--- config.mk ---
export PLATFORM = sky130hd
export DESIGN_NAME = baccarat_dealer_fsm_flat
export DESIGN_NICKNAME = d
export VERILOG_FILES = /design/src/rtl/baccarat_dealer_fsm_pkg.sv /design/src/rtl/baccarat_dealer_fsm_if.sv /design/src/rtl/baccarat_dealer_fsm_banker_rule.sv /design/src/rtl/baccarat_dealer_fsm.sv /design/src/flat_wrapper.sv
export SDC_FILE = /design/constraint.sdc
export NUM_CORES = 1
export LEC_CHECK = 0
export BUFFER_PORTS_ARGS = -buffer_cell sky130_fd_sc_hd__buf_2
export CORE_AREA = 2 2 39 41
export CTS_CLUSTER_SIZE = 10
export DETAILED_ROUTE_END_ITERATION = 7
export DIE_AREA = 0 0 41 43
export PLACE_DENSITY = 0.65
export SLEW_MARGIN = 15
export SYNTH_ARGS = -nofsm -noshare
export SYNTH_HDL_FRONTEND = slang
export SYNTH_SLANG_ARGS = --single-unit
--- constraint.sdc ---
create_clock -name slow_clock -period 2.5 [get_ports slow_clock]
set_input_delay 0.125 -clock slow_clock [delete_from_list [all_inputs] [get_ports slow_clock]]
set_output_delay 0.125 -clock slow_clock [all_outputs]
set_load 0.05 [all_outputs]
--- src/rtl/baccarat_dealer_fsm_pkg.sv ---
// Shared types and rule constants for the baccarat dealer controller.
// Card codes are 1-13 (0 = empty); tens and face cards count as zero.
package baccarat_pkg;

  typedef enum logic [3:0] {
    START    = 4'd0,
    DEAL_P1  = 4'd1,
    DEAL_D1  = 4'd2,
    DEAL_P2  = 4'd3,
    DEAL_D2  = 4'd4,
    EVAL     = 4'd5,
    DEAL_P3  = 4'd6,
    BANK_DEC = 4'd7,
    DEAL_D3  = 4'd8,
    RESULT   = 4'd9,
    DONE     = 4'd10
  } state_t;

  localparam logic [3:0] NATURAL_MIN      = 4'd8;
  localparam logic [3:0] PLAYER_STAND_MIN = 4'd6;
  localparam logic [3:0] DEALER_STAND     = 4'd7;
  localparam logic [3:0] FACE_MIN         = 4'd10;

  function automatic logic [3:0] card_value(input logic [3:0] card);
    return (card >= FACE_MIN) ? 4'd0 : card;
  endfunction

endpackage

--- src/rtl/baccarat_dealer_fsm_if.sv ---
// Controller <-> card datapath signals. master = dealer FSM, slave = datapath.
// Strobes are level signals sampled by the card registers on the clock edge that leaves the state.
interface baccarat_dealer_fsm_if;
  logic [3:0] pscore;
  logic [3:0] dscore;
  logic [3:0] pcard3;
  logic       load_pcard1;
  logic       load_pcard2;
  logic       load_pcard3;
  logic       load_dcard1;
  logic       load_dcard2;
  logic       load_dcard3;
  logic       player_win_light;
  logic       dealer_win_light;
  logic [3:0] dbg_state;

  modport master (
    input  pscore, dscore, pcard3,
    output load_pcard1, load_pcard2, load_pcard3,
    output load_dcard1, load_dcard2, load_dcard3,
    output player_win_light, dealer_win_light, dbg_state
  );

  modport slave (
    output pscore, dscore, pcard3,
    input  load_pcard1, load_pcard2, load_pcard3,
    input  load_dcard1, load_dcard2, load_dcard3,
    input  player_win_light, dealer_win_light, dbg_state
  );
endinterface

--- src/rtl/baccarat_dealer_fsm_banker_rule.sv ---
// Banker third-card table: decides whether the dealer draws after the player drew.
module baccarat_banker_rule
  import baccarat_pkg::*;
(
  input  logic [3:0] i_dscore,
  input  logic [3:0] i_pcard3,
  output logic       o_draw
);

  logic [3:0] w_p3v;
  assign w_p3v = card_value(i_pcard3);

  always_comb begin
    o_draw = 1'b0;
    case (i_dscore)
      4'd0, 4'd1, 4'd2: o_draw = 1'b1;
      4'd3:             o_draw = (w_p3v != 4'd8);
      4'd4:             o_draw = (w_p3v >= 4'd2) && (w_p3v <= 4'd7);
      4'd5:             o_draw = (w_p3v >= 4'd4) && (w_p3v <= 4'd7);
      4'd6:             o_draw = (w_p3v >= 4'd6) && (w_p3v <= 4'd7);
      default:          o_draw = 1'b0;
    endcase
  end

endmodule

--- src/rtl/baccarat_dealer_fsm.sv ---
// Punto-banco dealing sequencer: strobes the six card registers in order,
// applies the drawing rules to the datapath scores and latches the win lights.
module baccarat_dealer_fsm
  import baccarat_pkg::*;
(
  input  logic                         slow_clock,
  input  logic                         resetb,
  baccarat_dealer_fsm_if.master        bus
);

  localparam logic [3:0] S_START    = START;
  localparam logic [3:0] S_DEAL_P1  = DEAL_P1;
  localparam logic [3:0] S_DEAL_D1  = DEAL_D1;
  localparam logic [3:0] S_DEAL_P2  = DEAL_P2;
  localparam logic [3:0] S_DEAL_D2  = DEAL_D2;
  localparam logic [3:0] S_EVAL     = EVAL;
  localparam logic [3:0] S_DEAL_P3  = DEAL_P3;
  localparam logic [3:0] S_BANK_DEC = BANK_DEC;
  localparam logic [3:0] S_DEAL_D3  = DEAL_D3;
  localparam logic [3:0] S_RESULT   = RESULT;
  localparam logic [3:0] S_DONE     = DONE;

  logic [3:0] r_state;
  logic [3:0] w_next;
  logic       w_bank_draw;
  logic       r_player_win;
  logic       r_dealer_win;

  baccarat_banker_rule u_banker_rule (
    .i_dscore (bus.dscore),
    .i_pcard3 (bus.pcard3),
    .o_draw   (w_bank_draw)
  );

  always_comb begin
    w_next = r_state;
    case (r_state)
      S_START:   w_next = S_DEAL_P1;
      S_DEAL_P1: w_next = S_DEAL_D1;
      S_DEAL_D1: w_next = S_DEAL_P2;
      S_DEAL_P2: w_next = S_DEAL_D2;
      S_DEAL_D2: w_next = S_EVAL;
      S_EVAL: begin
        if (bus.pscore >= NATURAL_MIN || bus.dscore >= NATURAL_MIN)
          w_next = S_RESULT;
        else if (bus.pscore < PLAYER_STAND_MIN)
          w_next = S_DEAL_P3;
        // Player stood: dealer uses the same stand-on-6 threshold as the player.
        else if (bus.dscore < PLAYER_STAND_MIN)
          w_next = S_DEAL_D3;
        else
          w_next = S_RESULT;
      end
      S_DEAL_P3:  w_next = S_BANK_DEC;
      S_BANK_DEC: w_next = (w_bank_draw && bus.dscore < DEALER_STAND) ? S_DEAL_D3 : S_RESULT;
      S_DEAL_D3:  w_next = S_RESULT;
      S_RESULT:   w_next = S_DONE;
      S_DONE:     w_next = S_DONE;
      default:    w_next = S_START;
    endcase
  end

  always_ff @(posedge slow_clock or negedge resetb) begin
    if (!resetb) begin
      r_state      <= S_START;
      r_player_win <= 1'b0;
      r_dealer_win <= 1'b0;
    end else begin
      r_state <= w_next;
      // A tie lights both; the >= forms cover win and tie together.
      if (r_state == S_RESULT) begin
        r_player_win <= (bus.pscore >= bus.dscore);
        r_dealer_win <= (bus.dscore >= bus.pscore);
      end
    end
  end

  assign bus.load_pcard1      = (r_state == S_DEAL_P1);
  assign bus.load_dcard1      = (r_state == S_DEAL_D1);
  assign bus.load_pcard2      = (r_state == S_DEAL_P2);
  assign bus.load_dcard2      = (r_state == S_DEAL_D2);
  assign bus.load_pcard3      = (r_state == S_DEAL_P3);
  assign bus.load_dcard3      = (r_state == S_DEAL_D3);
  assign bus.player_win_light = r_player_win;
  assign bus.dealer_win_light = r_dealer_win;
  assign bus.dbg_state        = r_state;

endmodule

--- src/flat_wrapper.sv ---
// flat-port wrapper written by rule: the top's interface ports become plain ports
module baccarat_dealer_fsm_flat import baccarat_pkg::*;
  (slow_clock, resetb, bus_pscore, bus_dscore, bus_pcard3, bus_load_pcard1, bus_load_pcard2, bus_load_pcard3, bus_load_dcard1, bus_load_dcard2, bus_load_dcard3, bus_player_win_light, bus_dealer_win_light, bus_dbg_state);
  baccarat_dealer_fsm_if bus_i ();
  input  logic slow_clock;
  input  logic resetb;
  input wire logic [$bits(bus_i.pscore)-1:0] bus_pscore;
  input wire logic [$bits(bus_i.dscore)-1:0] bus_dscore;
  input wire logic [$bits(bus_i.pcard3)-1:0] bus_pcard3;
  output wire logic [$bits(bus_i.load_pcard1)-1:0] bus_load_pcard1;
  output wire logic [$bits(bus_i.load_pcard2)-1:0] bus_load_pcard2;
  output wire logic [$bits(bus_i.load_pcard3)-1:0] bus_load_pcard3;
  output wire logic [$bits(bus_i.load_dcard1)-1:0] bus_load_dcard1;
  output wire logic [$bits(bus_i.load_dcard2)-1:0] bus_load_dcard2;
  output wire logic [$bits(bus_i.load_dcard3)-1:0] bus_load_dcard3;
  output wire logic [$bits(bus_i.player_win_light)-1:0] bus_player_win_light;
  output wire logic [$bits(bus_i.dealer_win_light)-1:0] bus_dealer_win_light;
  output wire logic [$bits(bus_i.dbg_state)-1:0] bus_dbg_state;
  assign bus_i.pscore = bus_pscore;
  assign bus_i.dscore = bus_dscore;
  assign bus_i.pcard3 = bus_pcard3;
  assign bus_load_pcard1 = bus_i.load_pcard1;
  assign bus_load_pcard2 = bus_i.load_pcard2;
  assign bus_load_pcard3 = bus_i.load_pcard3;
  assign bus_load_dcard1 = bus_i.load_dcard1;
  assign bus_load_dcard2 = bus_i.load_dcard2;
  assign bus_load_dcard3 = bus_i.load_dcard3;
  assign bus_player_win_light = bus_i.player_win_light;
  assign bus_dealer_win_light = bus_i.dealer_win_light;
  assign bus_dbg_state = bus_i.dbg_state;
  baccarat_dealer_fsm u_core (.slow_clock(slow_clock), .resetb(resetb), .bus(bus_i));
endmodule
# == Word-level counts from Yosys, hierarchy flattened ==
# Cells that the tools add are included.
# totals
register_bits,6
# classes
magnitude_cmp,12
mux,7
reduce_logical,9
n_eq_ne,17
# ops
cell,n
$pmux 4 s10,1
$eq 4x3->1 const B,7
$eq 4x2->1 const B,4
$eq 4x4->1 const B,3
$ge 4x4->1 const B,3
$lt 4x3->1 const B,3
$mux 4,3
$eq 4x1->1 const B,2
$ge 4x3->1 const B,2
$ge 4x4->1,2
$logic_not 4->1,2
$pmux 1 s5,1
$ge 4x2->1 const B,1
$le 4x3->1 const B,1
$logic_and 1x1->1,4
$ne 4x4->1 const B,1
$reduce_or 3->1,1
$mux 1,2
$reduce_or 2->1,1
$logic_or 1x1->1,1

# == Logic depth before layout (Yosys ltp) ==
# Gate-level depths: netlist (run 1).
# logic_depth
word_depth,8
ltp_mapped,6

# == By module ==
# Synthesis (run 1) repeated with hierarchy kept, for this count alone.
# hier_totals
cells_unflattened,63
area_unflattened_um2,541.8
# modules_own_cells
module,n_inst,seq_area_each_um2,area_each_um2,cells_per_inst
baccarat_dealer_fsm,1,150.1,476.7,56
baccarat_banker_rule,1,0.0,65.1,7

# == Worst setup path before layout (run 1) ==
# Ideal clock, no wire load.
# synth_timing
path_kind,flip-flop to output port
startpoint,"reg u_core.r_state[2], in the netlist u_core.bus.dbg_state[2]"
endpoint,out bus_load_dcard2
t_required_ps,2375
path_stages_with_launch,4
path_slack_ps,235
t_arrival_ps,2140
cell_sequence,dfrtp_1 > clkbuf_1 > nand2b_1 > nor3_1
# synth_via
elab_chain_len,1
# synth_rtl
item,line_no,text
from (decl),baccarat_dealer_fsm.sv:23,logic [3:0] r_state;
from (signal assigned),baccarat_dealer_fsm.sv:69,r_state <= w_next;
$eq 4x3->1,baccarat_dealer_fsm.sv:81,assign bus.load_dcard2 = (r_state == S_DEAL_D2);
to (decl),flat_wrapper.sv:14,output wire logic [$bits(bus_i.load_dcard2)-1:0] bus_load_dcard2;
# No other way between the ends.

# == Worst setup path after layout (run 1) ==
# layout_timing
startpoint,"reg u_core.r_state[2], in the netlist u_core.bus.dbg_state[2]"
endpoint,out bus_load_dcard3
# layout_via
elab_chain_len,1
# layout_rtl
item,line_no,text
$eq 4x4->1,baccarat_dealer_fsm.sv:83,assign bus.load_dcard3 = (r_state == S_DEAL_D3);
to (decl),flat_wrapper.sv:15,output wire logic [$bits(bus_i.load_dcard3)-1:0] bus_load_dcard3;
# No other way between the ends.

==> results of run 1 <==
## logic make-up (layout without fill, tap and decap cells)
family          Yosys count  after routing  share of synthesized area
simple gates             24             24                     0.2585
flops                     6              6                     0.3133
fa+ha+maj                 5              5                     0.1279
buf+inv                   9             35                    0.07049
compound gates           16             16                     0.2298
## worst min path at each step
stage               startpoint                                       to  slack [ns]  cells past startpoint
floorplan               resetb        u_core.bus.dbg_state[0]$_DFF_PN0_       -0.17                      0
global placement        resetb  u_core.bus.dealer_win_light$_DFFE_PN0P_       -0.05                      1
detailed placement      resetb  u_core.bus.dealer_win_light$_DFFE_PN0P_       -0.04                      1
CTS                     resetb  u_core.bus.dealer_win_light$_DFFE_PN0P_        0.23                      2
global route            resetb        u_core.bus.dbg_state[3]$_DFF_PN0_        0.26                      2
finish                  resetb        u_core.bus.dbg_state[3]$_DFF_PN0_        0.23                      2
## power by group
group | leakage (nW) | internal, mW | total (mW) | switching [mW]
Sequential | 0.0684 | 0.102 | 0.104 | 0.00217
Clock | 0.0138 | 0.0543 | 0.0890 | 0.0348
Combinational | 0.254 | 0.0251 | 0.0642 | 0.0390
Total | 0.336 | 0.181 | 0.257 | 0.0759
## registers in the layout, indices dropped and copies added, names as in the netlist
name,count
u_core.bus.dbg_state,4
u_core.bus.dealer_win_light,1
u_core.bus.player_win_light,1
## per-layer routing
layer,up-vias,GRT usage
met5,-,0
met4,0,0.1000
met3,2,0.01571
met2,25,0.2000
met1,221,0.2045
li1,269,-
## final cells by class
type                    instances  area, um^2  area share
clock buffers                   3       22.52     0.03488
inverters                       6       22.52     0.03488
multi-input cells              45       295.3      0.4574
flip-flops and latches          6       150.1      0.2326
well taps                      16       20.02     0.03101
repair buffers                 26       135.1      0.2093
## timing repair
item                      CTS  global route
hold endpoints to repair    6             0
hold buffers                1             0
setup buffers               0             0
## worst register-to-register path, stage by stage (launching register included)
cell      delay (ns)
dfrtp_1         0.49
nand2b_1        0.23
nor2_1          0.21
nand2_1         0.08
o22a_1          0.16
## cells in the mapped netlist
cell      instances  area [um^2]
o22a_1            1        8.760
nor2_1            8        30.03
nor2b_4           1        13.76
a211oi_1          2        15.01
clkbuf_1          3        11.26
a2111o_1          1        11.26
a31oi_1           2        12.51
nor4b_1           1        8.760
o21ai_0           2        10.01
inv_1             6        22.52
maj3_2            1        11.26
nand2_1           4        15.01
dfrtp_1           6        150.1
nor3_1            5        25.02
a21oi_1           4        20.02
a211o_1           1        8.760
ha_1              4        50.05
nand4_1           1        6.260
o22ai_1           1        6.260
a311oi_1          1        8.760
nand2b_1          4        25.02
o221ai_1          1        8.760
## through the flow
step / hold WS, ns / instance area [um^2] / cells
3_3_place_gp: -0.04866 / 613.1 / 98
3_5_place_dp: -0.04461 / 613.1 / 98
5_1_grt: 0.2573 / 645.6 / 102
2_1_floorplan: -0.1706 / 479.2 / 60
6_report: 0.2290 / 645.6 / 102
4_1_cts: 0.2337 / 645.6 / 102
==> results.md, run 1 <==
- Fill cells: 134
- Setup slack after layout: 0.9629 ns
- Post-synthesis register bit count: 6
- GRT overflow: 0
- Final Max Slew Viols: 0
- Minimum clock period: 1.537 ns
- Met3 WL: 85 um
- Sequential share of the synthesized area: 0.3133
- Post-Syn Area per Cell: 7.987 um^2
- Worst Setup SP: u_core.bus.dbg_state[2]$_DFF_PN0_
- FP Rows: 14
- Pin count of the biggest net entering global routing: 13
- Pre-CTS WS: 1.220 ns
- Die width: 41 um
- Leak: 0.3365 nW
- GRT Total Usage: 0.1463
- Worst VDD drop: 0.0001224 V
- Least-Margin Pin Slew: 0.3353 ns
- Commonest cells after routing, fill and taps aside: buf_2, nor2_1, inv_1, dfrtp_1, nor3_1
- Critical path buffers and inverters: 1
- CP peak stage delay: 0.49 ns
- Top routing layer in use: met4
- Met1 WL: 516 um
- TritonCTS Sinks: 6
- Top Ports: 26
- Met2 WL: 496 um
- Post-CTS sizing: 0
- Drc violations: 0
- Root Buffer: clkbuf_4
- Setup TNS: 0 ns
- CP startpoint kind: register
- CP delay by family, top: flip-flops
- Max FO, Critical Path: 12
- F_max: 650.6 MHz
- Yosys cell types: 22
- RSZ-0062 raised after global routing: no
- Hold Vio Cnt, Final: 0
- N_diodes: 0
- Critical Path AT: 1.41 ns
- Critical path depth in cells: 3
- Hold WC Path Type: in2async
- Reg2Reg Depth: 4
- # nets final: 106
- Total power: 0.2574 mW
- Final GP Congestion: 0.6709
- Worst Setup EP: bus_load_dcard3
- Clock Path Buffers: 2
- Antenna violations before repair: 0
- H-tree depth: 1
- Layout cell share with drive strength beyond 1: 0.3488
- Via count: 517
- DR iter-0 viols: 12
- Initial Util: 0.3463
- Reg-to-reg critical path startpoint: u_core.bus.dbg_state[2]$_DFF_PN0_
- Synth warn: 0
- Port bufs: 25
- Worst-Skew Late Latency: 0.24 ns
- Final Skew: 0.002010 ns
- Crit path max-delay cell type: dfrtp_1
- Max-cap violation count: 0
- Detailed placement HPWL: 900.5 um
- DIE AREA: 0.001763 mm^2
- Mapped Cells: 60
- Worst path cell trace: nand2b_1, nor3_1, buf_2
- Area growth, synth to finish: 34.73%
- Crit Path Class: reg2out
- Post-Syn Nets: 78
- TritonCTS buffer count: 3
- Synth Cell Area: 479.2 um^2
- Global-route wire length before repair: 1794 um
- Slew HR: 0.7765
- R2R Setup Slk: 1.21 ns
- Final wirelength: 1108 um
- Antenna Violating Nets Remaining: 0
- Status: finished, final reports clean
- Vias in the first global route: 447
- Worst r2r dst: u_core.bus.player_win_light$_DFFE_PN0P_
- Number of vias per cell: 5.069
- Final setup fails: 0
- CTS tree: done
- Post-layout util: 0.4665
- Core area: 0.001384 mm^2
- Required time worst endpoint: 2.38 ns
- Most common cell after layout, fill and taps aside: buf_2
- WL per Instance: 10.86 um
- Worst setup EP type: primary output
- Drt pass-1 iters: 4
- CTS clock-pin slew for the worst setup and hold paths: 0.05 ns
- Power Density: 398.7 mW/mm^2
- Final Cycle Share: 0.6148
- Die Y: 43 um
(Power assumes the default switching activity.)
==> run 2: changes to the inputs <==
--- a/config.mk
+++ b/config.mk
@@ -5,12 +5,13 @@
 export SDC_FILE = /design/constraint.sdc
 export NUM_CORES = 1
 export LEC_CHECK = 0
+export ABC_AREA = 1
 export BUFFER_PORTS_ARGS = -buffer_cell sky130_fd_sc_hd__buf_2
-export CORE_AREA = 2 2 39 41
+export CORE_MARGIN = 2
+export CORE_UTILIZATION = 40
 export CTS_CLUSTER_SIZE = 10
 export DETAILED_ROUTE_END_ITERATION = 7
-export DIE_AREA = 0 0 41 43
-export PLACE_DENSITY = 0.65
+export PLACE_DENSITY = 0.71
 export SLEW_MARGIN = 15
 export SYNTH_ARGS = -nofsm -noshare
 export SYNTH_HDL_FRONTEND = slang
==> constraint.sdc (replaced) <==
create_clock -name slow_clock -period 1.4 [get_ports slow_clock]
set_input_delay 0.07 -clock slow_clock [delete_from_list [all_inputs] [get_ports slow_clock]]
set_output_delay 0.07 -clock slow_clock [all_outputs]
set_load 0.05 [all_outputs]
==> run 2 against run 1 <==
Against the previous run:
- sequential cell count unchanged
- clock-buffer cell count unchanged
- largest power group is now combinational cells
- synthesized area increased by 16%
- sequential share of layout area decreased by 5.0 points
- design area increased by 34%
==> results.md, run 2 <==
- Final Max Slew Viols: 0
- TritonCTS Sinks: 6
- Hold WC Path Type: in2reg
- Final GP Congestion: 0.7415
- Drt pass-1 iters: 2
- Worst-Skew Late Latency: 0.25 ns
- Largest cells by area after synthesis: dfrtp_1, nand2_1, nor2_1
- Number of vias per cell: 4.784
- Largest register FFs: 4
- Top_reg_cell synth: dfrtp_1
- Final Cycle Share: 0.9909
- Multi-input gate area: 384.1 um^2
- Fill cells: 126
- F_max: 720.9 MHz
- Post-DP Area: 757.0 um^2
- GRT overflow: 0
- Commonest cells after routing, fill and taps aside: buf_2, nand2_1, inv_1, nor2_1, a21oi_1
- Pin count of the biggest net entering global routing: 7
- Setup slack after layout: 0.01277 ns
- Worst VDD drop: 0.0008343 V
- Initial Util: 0.4288
- Via count: 641
- Post-synthesis register bit count: 6
- GR Util met1: 0.1895
- Vias in the first global route: 568
- Largest area contributor in the netlist: dfrtp_1
- Top Ports: 26
- Design area: 863.3 um^2
- Status: finished, final reports clean
- Antenna Violating Nets Remaining: 0
- Hold slack: 0.1464 ns
- Root Buffer: clkbuf_4
- N_diodes: 0
- Most numerous cell in the Yosys netlist: nand2_1
- Worst setup EP type: primary output
- Post-synth top area share: 0.2691
- Synth Cell Area: 558.0 um^2
- Leak: 0.4656 nW
- Die Y: 41.35 um
- Clock Path Buffers: 2
- Die width: 41.35 um
- Most common cell after layout, fill and taps aside: buf_2
- Power Density: 2226 mW/mm^2
- RSZ-0062 raised after global routing: yes
- Final Skew: 0.0001905 ns
- Layout cell share with drive strength beyond 1: 0.4538
- Most Crowded Layer GR: met2
- Final setup fails: 0
- Required time worst endpoint: 1.33 ns
- CTS clock-pin slew for the worst setup and hold paths: 0.05 ns
- Met3 Resource Use GR: 0.03191
- Pre-CTS WS: 0.1219 ns
- Minimum clock period: 1.387 ns
- Critical Path AT: 1.32 ns
- Met2 usage: 0.3750
- Mapped Cells: 87
- Global-route wire length before repair: 2104 um
- Post-synth EDFFs: 0
- Drc violations: 0
- Final wirelength: 1352 um
- Port bufs: 25
- Post-Syn Area per Cell: 6.414 um^2
- Yosys cell types: 22
- FFs w/ async S/R, synth: 1.000
- DIE AREA: 0.001710 mm^2
- DR iter-0 viols: 4
- Max-cap violation count: 0
- Crit Path Class: reg2out
- Synth top cells by count: nand2_1, nor2_1, inv_1, a21oi_1, dfrtp_1
- FP Rows: 13
- Hold Vio Cnt, Final: 0
- Sequential share of the synthesized area: 0.2691
- Synth warn: 0
- Slew HR: 0.8055
- Setup TNS: 0 ns
- # nets final: 139
- TritonCTS buffer count: 3
- Max FO, Critical Path: 4
- Detailed placement HPWL: 1140 um
- H-tree depth: 1
- CP startpoint kind: register
- GRT Total Usage: 0.2016
- FF+latch area: 157.7 um^2
- Core area: 0.001301 mm^2
- Post-Syn Nets: 105
- Antenna violations before repair: 0
- Least-Margin Pin Slew: 0.2887 ns
- CTS tree: done
- WL per Instance: 10.09 um
- Area growth, synth to finish: 54.71%
-- run 2: cell types whose count changed in the layout (fill, tap and decap cells not counted), sizes merged, moves of 2 or more --
cell / delta
a211oi: -2
buf: +2
nand2b: -4
nor2: +9
o21ai: +3
nand3: +4
inv: +11
a21oi: +2
nand2: +14
-- run 2: final cells by class --
| cell class | instances | share of cell area |
|---|---|---|
| timing repair buffer | 29 | 0.2420 |
| inverter | 18 | 0.08261 |
| multi-input combinational | 63 | 0.4449 |
| clock buffer | 3 | 0.02609 |
| tap | 15 | 0.02174 |
| sequential | 6 | 0.1826 |
-- run 2: what timing repair did --
item / 4_1_cts / 5_1_grt
endpoints found under the setup margin: 5 / 5
resized for setup: 7 / 3
hold buffers: 1 / 0
endpoints found under the hold margin: 6 / 0
buffers inserted: 2 / 1
-- run 2: metal layers --
layer / share of wire / vias up
met1: 0.40 / 269
met5: 0 / -
met2: 0.51 / 24
li1: - / 344
met4: 0.032 / 0
met3: 0.058 / 4
-- run 2: critical path: stages, from the launching register on --
cell     delay (ns)
dfrtp_4        0.46
inv_4          0.06
nor2_2         0.12
inv_2          0.07
nor3_4         0.18
buf_6          0.17
-- run 2: logic make-up (layout without fill, tap and decap cells) --
kind of cell,after synthesis,in the layout,synth area share
adders and majority gates,4,4,0.08969
buffers and inverters,18,50,0.1233
DFF,6,6,0.2691
and+or+nand+nor,44,44,0.3700
AOI/OAI and AO/OA,15,15,0.1480
-- run 2: worst paths after layout --
kind,start,to,slack [ns],cells after the start
max in group asynchronous,resetb,u_core.bus.dbg_state[1]$_DFF_PN0_,1.06,2
min in group asynchronous,resetb,u_core.bus.dbg_state[1]$_DFF_PN0_,0.18,2
worst max-delay path,u_core.bus.dbg_state[1]$_DFF_PN0_,bus_load_pcard3,0.01,5
worst max register to register,u_core.bus.dbg_state[1]$_DFF_PN0_,u_core.bus.dbg_state[0]$_DFF_PN0_,0.19,8
worst min register to register,u_core.bus.player_win_light$_DFFE_PN0P_,u_core.bus.player_win_light$_DFFE_PN0P_,0.48,2
worst min-delay path,bus_pcard3[3],u_core.bus.dbg_state[0]$_DFF_PN0_,0.15,5
-- run 2: stage by stage --
| stage | utilization | std cells | power, mW |
|---|---|---|---|
| final | 0.6635 | 134 | 1.922 |
| after detailed placement | 0.5817 | 127 | 1.571 |
| after floorplan | - | 87 | 1.323 |
| after CTS | 0.6500 | 133 | 1.901 |
| after global routing | 0.6635 | 134 | 2.045 |
| after global placement | 0.5817 | 127 | 1.560 |
-- run 2: power by group --
group,switching [mW],leakage [nW],internal (mW)
clock,0.0663,0.0138,0.0972
combinational,0.918,0.384,0.453
sequential,0.117,0.0679,0.271
==> run 3: changes to the inputs <==
--- a/config.mk
+++ b/config.mk
@@ -7,11 +7,14 @@
 export LEC_CHECK = 0
 export ABC_AREA = 1
 export BUFFER_PORTS_ARGS = -buffer_cell sky130_fd_sc_hd__buf_2
+export CELL_PAD_IN_SITES_DETAIL_PLACEMENT = 1
+export CELL_PAD_IN_SITES_GLOBAL_PLACEMENT = 2
+export CORE_ASPECT_RATIO = 1.2
 export CORE_MARGIN = 2
-export CORE_UTILIZATION = 40
+export CORE_UTILIZATION = 19
 export CTS_CLUSTER_SIZE = 10
 export DETAILED_ROUTE_END_ITERATION = 7
-export PLACE_DENSITY = 0.71
+export PLACE_DENSITY = 0.68
 export SLEW_MARGIN = 15
 export SYNTH_ARGS = -nofsm -noshare
 export SYNTH_HDL_FRONTEND = slang
==> run 3 against run 2 <==
Against the previous run:
- combinational power up 4%
- fmax up 1.7%
- die area up 98%
- first-iteration DRC count up 25%
- critical path type unchanged
- utilization down 34 points
- register-to-register slack worse by 0.10 ns
- non-clock buffer count up 4
- highest routed layer unchanged
==> results.md, run 3 (synthesized netlist as in run 2, its figures left out) <==
- Top Ports: 26
- H-tree depth: 1
- Final setup fails: 0
- Detailed placement HPWL: 1432 um
- Via count: 699
- GRT overflow: 0
- Antenna Violating Nets Remaining: 0
- Max-cap violation count: 0
- Max FO, Critical Path: 6
- Status: finished, final reports clean
- F_max: 733.0 MHz
- Commonest cells after routing, fill and taps aside: buf_2, nand2_1, inv_1, nor2_1, buf_4
- Required time worst endpoint: 1.33 ns
- TritonCTS buffer count: 3
- Hold WC Path Type: in2reg
- Minimum clock period: 1.364 ns
- Die width: 53.47 um
- N_diodes: 0
- Die Y: 63.37 um
- Worst setup EP type: primary output
- Area growth, synth to finish: 62.11%
- Vias in the first global route: 781
- Number of vias per cell: 4.424
- R2R Setup Slk: 0.09 ns
- Root Buffer: clkbuf_4
- # nets final: 143
- Least-Margin Pin Slew: 0.3141 ns
- WL per Instance: 10.73 um
- CTS tree: done
- Critical Path AT: 1.29 ns
- NetSw: 1.135 mW
- Hold Vio Cnt, Final: 0
- Fin cells: 158
- FP Rows: 21
- GRT Total Usage: 0.1190
- DIE AREA: 0.003388 mm^2
- CP startpoint kind: register
- Slew HR: 0.7884
- Placed insts: 146
- RSZ-0062 raised after global routing: yes
- Initial Util: 0.2004
- DR iter-0 viols: 5
- Clock Path Buffers: 2
- Clock group share of total power: 0.086
- Layout cell share with drive strength beyond 1: 0.4758
- Switching Share: 0.5755
- Worst VDD drop: 0.001062 V
- Final wirelength: 1695 um
- Final Max Slew Viols: 0
- Drc violations: 0
- Combinational Power Share: 0.718
- Drt pass-1 iters: 2
- Power Density: 2180 mW/mm^2
- Final Skew: 0.001291 ns
- Most common cell after layout, fill and taps aside: buf_2
- Pre-CTS WS: 0.1116 ns
- Port bufs: 25
- TritonCTS Sinks: 6
- P_int: 0.8371 mW
- Setup slack after layout: 0.03568 ns
- Core area: 0.002785 mm^2
- Post-DP Area: 780.7 um^2
- Worst-Skew Late Latency: 0.24 ns
- Sequential fraction of design power: 0.196
- Crit Path Class: reg2out
- Final GP Congestion: 0.6526
- Leak: 0.4803 nW
- Post-layout util: 0.3248
- CTS clock-pin slew for the worst setup and hold paths: 0.05 ns
- Global-route wire length before repair: 3146 um
- Antenna violations before repair: 0
- Largest register FFs: 4
- Pin count of the biggest net entering global routing: 7
- Final Cycle Share: 0.9745
- Design area: 904.6 um^2
run 3: power by group through the flow:
stage	clock, mW	sequential (mW)	combinational [mW]
floorplan	0	0.671	0.653
global placement	0	0.416	1.17
detailed placement	0	0.425	1.18
CTS	0.176	0.389	1.33
global route	0.185	0.406	1.53
finish	0.169	0.386	1.42
run 3: final timing paths:
path | cells past startpoint | from | to
max | 4 | u_core.bus.dbg_state[0]$_DFF_PN0_ | bus_load_pcard2
min | 5 | bus_pcard3[3] | u_core.bus.dbg_state[0]$_DFF_PN0_
max reg2reg | 9 | u_core.bus.dbg_state[0]$_DFF_PN0_ | u_core.bus.dbg_state[0]$_DFF_PN0_
min reg2reg | 2 | u_core.bus.player_win_light$_DFFE_PN0P_ | u_core.bus.player_win_light$_DFFE_PN0P_
max in group asynchronous | 2 | resetb | u_core.bus.dbg_state[1]$_DFF_PN0_
min in group asynchronous | 2 | resetb | u_core.bus.dbg_state[1]$_DFF_PN0_
run 3: final cells by class:
type                    instances  area (um^2)
clock buffers                   4        26.28
fillers                       371         1881
inverters                      18        71.32
multi-input cells              63        391.6
flip-flops and latches          6        157.7
well taps                      34        42.54
repair buffers                 33        215.2
run 3: metrics by stage:
stage	hold WS [ns]	power (mW)	TNS, ns
floorplan	-0.2256	1.323	-0.07274
global placement	-0.1037	1.587	0
detailed placement	-0.1013	1.600	0
CTS	0.1721	1.891	0
global route	0.1964	2.118	-0.03154
finish	0.1614	1.972	0
run 3: layer usage:
| layer | global-route usage | up-vias | wire length, um |
|---|---|---|---|
| met5 | 0 | - | 0 |
| met4 | 0.02885 | 0 | 12 |
| met3 | 0.02133 | 2 | 115 |
| met2 | 0.2222 | 25 | 882 |
| met1 | 0.1322 | 321 | 684 |
| li1 | - | 351 | - |
run 3: worst max-delay path, cell delays in order (launching register included):
cell	delay [ns]
dfrtp_2	0.46
buf_4	0.15
inv_2	0.07
nor3_4	0.19
buf_6	0.18
run 3: timing repair:
action,4_1_cts,5_1_grt
pin swaps,0,0
endpoints found under the setup margin,5,4
hold buffers,1,0
resized for setup,6,6
setup buffers,4,3
hold endpoints to repair,6,0
